[config.mk]
export PLATFORM = sky130hd
export DESIGN_NAME = wb_uart_tx
export DESIGN_NICKNAME = d
export VERILOG_FILES = /design/src/rtl/wb_uart_tx.sv
export SDC_FILE = /design/constraint.sdc
export NUM_CORES = 1
export LEC_CHECK = 0
export ABC_CLOCK_PERIOD_IN_PS = 3900
export CAP_MARGIN = 0
export CORE_AREA = 2 2 173 158
export DETAILED_ROUTE_END_ITERATION = 16
export DIE_AREA = 0 0 175 160
export PLACE_DENSITY = 0.64
export RECOVER_POWER = 50
export SLEW_MARGIN = 20
export SYNTH_ARGS = -nofsm -noshare
export SYNTH_HDL_FRONTEND = slang
export SYNTH_SLANG_ARGS = --single-unit
export TNS_END_PERCENT = 5
[constraint.sdc]
create_clock -name clock -period 3.9 [get_ports clock]
set_clock_uncertainty 0.2 [all_clocks]
set_input_delay 0.39 -clock clock [delete_from_list [all_inputs] [get_ports clock]]
set_output_delay 0.39 -clock clock [all_outputs]
set_load 0.02 [all_outputs]
[src/rtl/wb_uart_tx.sv]
// wb_uart_tx: Wishbone B3 classic slave UART transmitter for the SoC console.
// Bus writes queue bytes in a FIFO; the serializer sends them as 8N1 frames, LSB first.
module wb_uart_tx #(
    parameter int DEFAULT_DIV = 87,
    parameter int FIFO_AW     = 4
) (
    input  logic        clock,
    input  logic        reset,
    input  logic [3:0]  wb_adr_i,
    input  logic [31:0] wb_dat_i,
    input  logic [3:0]  wb_sel_i,
    input  logic        wb_we_i,
    input  logic        wb_cyc_i,
    input  logic        wb_stb_i,
    output logic [31:0] wb_dat_o,
    output logic        wb_ack_o,
    output logic        uart_tx
);
    // state    | meaning
    // ST_IDLE  | line high, waiting for a queued byte
    // ST_START | start bit (low) for one latched divisor period
    // ST_DATA  | eight data bits, LSB first, r_bit indexes the current bit
    // ST_STOP  | stop bit (high); may chain straight into the next START
    localparam logic [1:0] ST_IDLE  = 2'd0;
    localparam logic [1:0] ST_START = 2'd1;
    localparam logic [1:0] ST_DATA  = 2'd2;
    localparam logic [1:0] ST_STOP  = 2'd3;

    localparam logic [1:0] A_DATA   = 2'd0;
    localparam logic [1:0] A_STATUS = 2'd1;
    localparam logic [1:0] A_DIV    = 2'd2;

    localparam int DEPTH = 1 << FIFO_AW;
    localparam logic [FIFO_AW:0] LVL_FULL = {1'b1, {FIFO_AW{1'b0}}};

    logic                 r_ack;
    logic [31:0]          r_dat_o;
    logic                 r_tx;
    logic [7:0]           r_mem [DEPTH];
    logic [FIFO_AW-1:0]   r_wr_ptr;
    logic [FIFO_AW-1:0]   r_rd_ptr;
    logic [FIFO_AW:0]     r_level;
    logic                 r_ovf;
    logic [15:0]          r_div;
    logic [15:0]          r_div_lat;
    logic [15:0]          r_cnt;
    logic [1:0]           r_state;
    logic [2:0]           r_bit;
    logic [7:0]           r_shift;

    logic        w_acc;
    logic        w_wr_data;
    logic        w_wr_stat;
    logic        w_wr_div;
    logic        w_full;
    logic        w_empty;
    logic        w_push;
    logic        w_pop;
    logic        w_busy;
    logic        w_cnt_done;
    logic [15:0] w_div_wr;
    logic [15:0] w_div_next;
    logic [31:0] w_status;
    logic [31:0] w_rdata;
    logic        w_unused;

    assign w_acc     = wb_cyc_i & wb_stb_i & ~r_ack;
    assign w_wr_data = w_acc & wb_we_i & (wb_adr_i[3:2] == A_DATA) & wb_sel_i[0];
    assign w_wr_stat = w_acc & wb_we_i & (wb_adr_i[3:2] == A_STATUS) & wb_sel_i[0];
    assign w_wr_div  = w_acc & wb_we_i & (wb_adr_i[3:2] == A_DIV) & (wb_sel_i[0] | wb_sel_i[1]);

    assign w_full     = (r_level == LVL_FULL);
    assign w_empty    = (r_level == '0);
    assign w_push     = w_wr_data & ~w_full;
    assign w_busy     = (r_state != ST_IDLE);
    assign w_cnt_done = (r_cnt == 16'd0);
    assign w_pop      = ((r_state == ST_IDLE) | ((r_state == ST_STOP) & w_cnt_done)) & ~w_empty;

    assign w_unused = ^{wb_adr_i[1:0], wb_dat_i[31:16], wb_sel_i[3:2]};

    always_comb begin
        w_div_wr = r_div;
        if (wb_sel_i[0]) w_div_wr[7:0]  = wb_dat_i[7:0];
        if (wb_sel_i[1]) w_div_wr[15:8] = wb_dat_i[15:8];
        w_div_next = (w_div_wr < 16'd2) ? 16'd2 : w_div_wr;
    end

    always_comb begin
        w_status                 = '0;
        w_status[FIFO_AW+8:8]    = r_level;
        w_status[3]              = r_ovf;
        w_status[2]              = w_empty;
        w_status[1]              = w_full;
        w_status[0]              = w_busy;
    end

    always_comb begin
        w_rdata = '0;
        case (wb_adr_i[3:2])
            A_STATUS: w_rdata = w_status;
            A_DIV:    w_rdata = {16'd0, r_div};
            default:  w_rdata = '0;
        endcase
    end

    always_ff @(posedge clock) begin
        if (reset) begin
            r_ack   <= 1'b0;
            r_dat_o <= '0;
        end else begin
            r_ack   <= w_acc;
            r_dat_o <= (w_acc & ~wb_we_i) ? w_rdata : 32'd0;
        end
    end

    always_ff @(posedge clock) begin
        if (reset) begin
            r_div <= 16'(DEFAULT_DIV);
            r_ovf <= 1'b0;
        end else begin
            if (w_wr_div) r_div <= w_div_next;
            if (w_wr_data & w_full)
                r_ovf <= 1'b1;
            else if (w_wr_stat & wb_dat_i[3])
                r_ovf <= 1'b0;
        end
    end

    always_ff @(posedge clock) begin
        if (w_push) r_mem[r_wr_ptr] <= wb_dat_i[7:0];
    end

    always_ff @(posedge clock) begin
        if (reset) begin
            r_wr_ptr <= '0;
            r_rd_ptr <= '0;
            r_level  <= '0;
        end else begin
            if (w_push) r_wr_ptr <= r_wr_ptr + 1'b1;
            if (w_pop)  r_rd_ptr <= r_rd_ptr + 1'b1;
            case ({w_push, w_pop})
                2'b10:   r_level <= r_level + 1'b1;
                2'b01:   r_level <= r_level - 1'b1;
                default: r_level <= r_level;
            endcase
        end
    end

    // A pop always restarts a frame, whether from IDLE or from the last STOP cycle.
    always_ff @(posedge clock) begin
        if (reset) begin
            r_state   <= ST_IDLE;
            r_tx      <= 1'b1;
            r_cnt     <= '0;
            r_bit     <= '0;
            r_shift   <= '0;
            r_div_lat <= 16'(DEFAULT_DIV);
        end else if (w_pop) begin
            r_shift   <= r_mem[r_rd_ptr];
            r_div_lat <= r_div;
            r_cnt     <= r_div - 16'd1;
            r_bit     <= '0;
            r_tx      <= 1'b0;
            r_state   <= ST_START;
        end else begin
            case (r_state)
                ST_START: begin
                    if (w_cnt_done) begin
                        r_state <= ST_DATA;
                        r_tx    <= r_shift[0];
                        r_cnt   <= r_div_lat - 16'd1;
                    end else begin
                        r_cnt <= r_cnt - 16'd1;
                    end
                end
                ST_DATA: begin
                    if (w_cnt_done) begin
                        r_cnt <= r_div_lat - 16'd1;
                        if (r_bit == 3'd7) begin
                            r_state <= ST_STOP;
                            r_tx    <= 1'b1;
                        end else begin
                            r_bit   <= r_bit + 3'd1;
                            r_shift <= r_shift >> 1;
                            r_tx    <= r_shift[1];
                        end
                    end else begin
                        r_cnt <= r_cnt - 16'd1;
                    end
                end
                ST_STOP: begin
                    if (w_cnt_done)
                        r_state <= ST_IDLE;
                    else
                        r_cnt <= r_cnt - 16'd1;
                end
                default: begin
                    r_tx <= 1'b1;
                end
            endcase
        end
    end

    assign wb_ack_o = r_ack;
    assign wb_dat_o = r_dat_o;
    assign uart_tx  = r_tx;

endmodule

==> out/summary.txt <==
Via count -> 6789
Die Span Y -> 160 um
Comb power frac -> 35.3%
Die width -> 175 um
FF-to-FF Start -> r_state[1]$_SDFFE_PP0P_
Yosys cell types -> 67
Min-delay worst type -> input pin to flop
Maximum operating frequency -> 0.2769 GHz
Final cell count without fillers -> 1277
Drc violations -> 0
Largest net degree at the start of global routing -> 68
Share of cells above drive strength 1 -> 13.00%
Post-CTS setup buffers -> 0
Worst-skew pair later-pin latency -> 530 ps
First-pass GRT wire length -> 37.01 mm
Worst R2R Path Depth -> 14
Die area -> 28000 um2
RSZ-0062 raised after global routing -> no
Setup violators final -> 0
Kind of start point of the critical path -> flop
# clock sinks -> 225
Routed Antenna Nets -> 0
Mean Syn Cell Area -> 12.03 um2
GRT overflow -> 0
Post-Syn Area -> 10280 um2
Worst-path clk slew -> 60 ps
CTS tree -> yes
Share of total power in the clock network -> 29.2%
Cts repair resizes -> 0
Layout fillers -> 2413
Crit end category -> flop
Fin util -> 45.11%
Antenna Diode Count -> 0
Synth async-reset ratio -> 0%
CTS Root Cell -> clkbuf_16
Flop-to-flop setup slack -> 290 ps
GPL Wtd Cong -> 0.8145
Mapped Cells -> 855
Initial antenna violation count -> 0
Synth warn -> 0
Tot GR Track Use -> 16.56%
Slew HR -> 37.87%
Average wire per standard cell -> 18.22 um
Synth Register Bits -> 225
Main synth FF type -> edfxtp_1
P_leak -> 0.004237 uW
Worst-margin pin slew -> 932.0 ps
Status -> completed
Count of input and output buffers -> 42
Switch share -> 35.33%
Row count -> 57
Final period util -> 92.62%
H-tree Lvls -> 1
Critical path required time -> 4080 ps
CTS Buf Count -> 24
DR iter-0 viols -> 655
Core Box Area -> 26460 um2
VDD IR-drop max -> 0.0004082 V
Vias per cell -> 5.316
Number of global-route vias before repair -> 6488
Seq. cell area -> 5787 um2
P_sw -> 2889 uW
Post-synth EDFFs -> 128
Hold path depth -> 3
Register area share after synthesis -> 56.27%
Sequential cell fraction of total power -> 35.4%
WHS -> 138.9 ps
CP Data Arrival Time -> 3790 ps
WHS Endpoint -> wb_dat_o[4]$_SDFF_PP0_
# IOs -> 79
Final count of hold timing violations -> 0
Pre-CTS setup slack -> 227.9 ps
Setup slack after layout -> 287.9 ps
Int Pwr -> 5288 uW
Area added between synthesis and finish -> 16.09%
Initial core utilization -> 38.86%
Max cap viols -> 0
Max Buffers Root-to-Sink -> 3
NumNets Final -> 973
Final Max Slew Viols -> 0
Hold Startpoint -> reset
Setup TNS -> 0 ps
Inst Count DP -> 1233
HPWL Detailed -> 15.63 mm
Multi-input gate area -> 4121 um2
Min Tclk post-route -> 3612 ps
Power Density -> 685.0 nW/um2
Kind of critical path -> flop to flop
Drt first pass iters -> 5
# hold bufs at CTS -> 0
Highest net fanout along the worst path -> 6
WL final -> 23.27 mm
Worst reg2reg endpoint -> r_level[4]$_SDFFE_PP0P_
## cell families (layout without fill, tap and decap cells)
| family | count (synthesis) | count (layout) | share of synthesized area [%] |
|---|---|---|---|
| adders and majority gates | 23 | 23 | 2.799 |
| xor gates and xnor gates | 44 | 44 | 3.748 |
| AOI/OAI and AO/OA | 132 | 132 | 8.567 |
| and+or+nand+nor | 272 | 272 | 12.91 |
| other | 1 | 16 | 0.03647 |
| buffers and inverters | 91 | 144 | 4.283 |
| muxes | 67 | 67 | 11.39 |
| DFF | 225 | 225 | 56.27 |
## Yosys cell counts, types with 2 or more instances
| master | n | share of area, % |
|---|---|---|
| edfxtp_1 | 128 | 37 |
| dfxtp_1 | 97 | 19 |
| nor2_1 | 87 | 3.2 |
| nand2_1 | 80 | 2.9 |
| mux4_2 | 40 | 8.8 |
| clkbuf_1 | 37 | 1.4 |
| a21oi_1 | 35 | 1.7 |
| mux2i_1 | 27 | 2.6 |
| ha_1 | 23 | 2.8 |
| xnor2_1 | 23 | 2.0 |
| xor2_1 | 21 | 1.8 |
| inv_1 | 20 | 0.73 |
| nor3_1 | 20 | 0.97 |
| o21ai_0 | 20 | 0.97 |
| buf_4 | 17 | 1.2 |
| nand3_1 | 17 | 0.83 |
| a211oi_1 | 16 | 1.2 |
| nor4_1 | 14 | 0.85 |
| a22oi_1 | 12 | 0.88 |
| buf_2 | 9 | 0.44 |
| and3_1 | 8 | 0.49 |
| o211ai_1 | 8 | 0.58 |
| or3_1 | 7 | 0.43 |
| a311oi_1 | 6 | 0.51 |
| a31oi_1 | 6 | 0.37 |
| o31ai_1 | 6 | 0.44 |
| or4_1 | 6 | 0.44 |
| buf_1 | 5 | 0.18 |
| nand2b_1 | 5 | 0.30 |
| nand4_1 | 5 | 0.30 |
| a32oi_1 | 4 | 0.34 |
| o41ai_1 | 3 | 0.26 |
| a221oi_1 | 2 | 0.17 |
| nand3b_1 | 2 | 0.15 |
| nor2b_1 | 2 | 0.12 |
| nor3b_1 | 2 | 0.15 |
| nor4_2 | 2 | 0.24 |
| or2_2 | 2 | 0.12 |
| or4_4 | 2 | 0.22 |
| or4b_2 | 2 | 0.19 |
## worst max-delay path by stage
stage                                  from                      end
global route        r_state[1]$_SDFFE_PP0P_  r_level[4]$_SDFFE_PP0P_
CTS                 r_state[1]$_SDFFE_PP0P_  r_level[4]$_SDFFE_PP0P_
floorplan           r_state[1]$_SDFFE_PP0P_  r_level[4]$_SDFFE_PP0P_
finish              r_state[1]$_SDFFE_PP0P_  r_level[4]$_SDFFE_PP0P_
detailed placement  r_state[1]$_SDFFE_PP0P_  r_level[4]$_SDFFE_PP0P_
global placement    r_state[1]$_SDFFE_PP0P_  r_level[4]$_SDFFE_PP0P_
## layout by cell type, fill, tap and decap left out, types with 4 or more instances in the layout
cell type / instances
inv_1: 20
and3_1: 8
nand2_1: 80
clkinv_2: 4
clkbuf_1: 12
clkinv_1: 6
nand2b_1: 5
nand3_1: 17
mux4_2: 40
dfxtp_1: 96
a211oi_1: 16
nand4_1: 5
or3_1: 7
dlygate4sd3_1: 27
o31ai_1: 6
a32oi_1: 4
o211ai_1: 8
clkdlybuf4s50_1: 14
conb_1: 16
o21ai_0: 20
a22oi_1: 12
a31oi_1: 6
mux2i_1: 27
nor3_1: 20
a311oi_1: 6
xnor2_1: 23
buf_4: 27
bufinv_16: 5
or4_1: 6
a21oi_1: 34
clkbuf_16: 24
nor4_1: 15
edfxtp_1: 128
xor2_1: 21
ha_1: 23
nor2_1: 87
## per-stage QoR
step / area [um2] / total power [uW]
finish: 11940 / 8177
global route: 11940 / 8666
CTS: 11970 / 8206
detailed placement: 11130 / 5807
global placement: 11130 / 5779
floorplan: 10340 / 5075
## registers in the layout, summed over array words and instances, names as in the netlist, named ones only
signal and flops:
uart_tx 1, r_mem 128, r_cnt 16, r_state 2, wb_ack_o 1, r_level 5
r_div_lat 16, r_ovf 1, r_shift 8, r_div 16, r_rd_ptr 4, wb_dat_o 16
r_wr_ptr 4, r_bit 3
## critical path: stages (launching register included)
cell	delay, ps
dfxtp_1	420
ha_1	200
or4b_2	580
nor4_1	260
buf_4	210
o21ai_4	80
inv_2	80
ha_1	270
xor2_1	100
ha_1	200
a21oi_2	180
o22ai_1	110
a222oi_1	370
or3_1	160
a21oi_1	60
## power by group through the flow
stage	combinational [uW]	sequential, uW	clock, uW
detailed placement	2860	2950	0
floorplan	2200	2870	0
finish	2890	2900	2390
global route	3200	2920	2540
CTS	2870	2890	2440
global placement	2840	2940	0
## layer usage
layer / vias to the layer above / track usage [%] / routed length (um)
met4: 0 / 3.485 / 375
li1: 3266 / - / -
met5: - / 0 / 0
met2: 189 / 26.00 / 10690
met1: 3299 / 24.49 / 11050
met3: 35 / 2.405 / 1146
## area by class of cell
class / instances / share of cell area, %
Clock buffer: 27 / 5.126
Clock inverter: 17 / 1.939
Inverter: 21 / 0.6604
Multi-Input combinational cell: 554 / 34.53
Sequential cell: 225 / 48.48
Tap cell: 354 / 3.711
Timing Repair Buffer: 79 / 5.556
No activity file was read; power rests on OpenSTA's default activity.
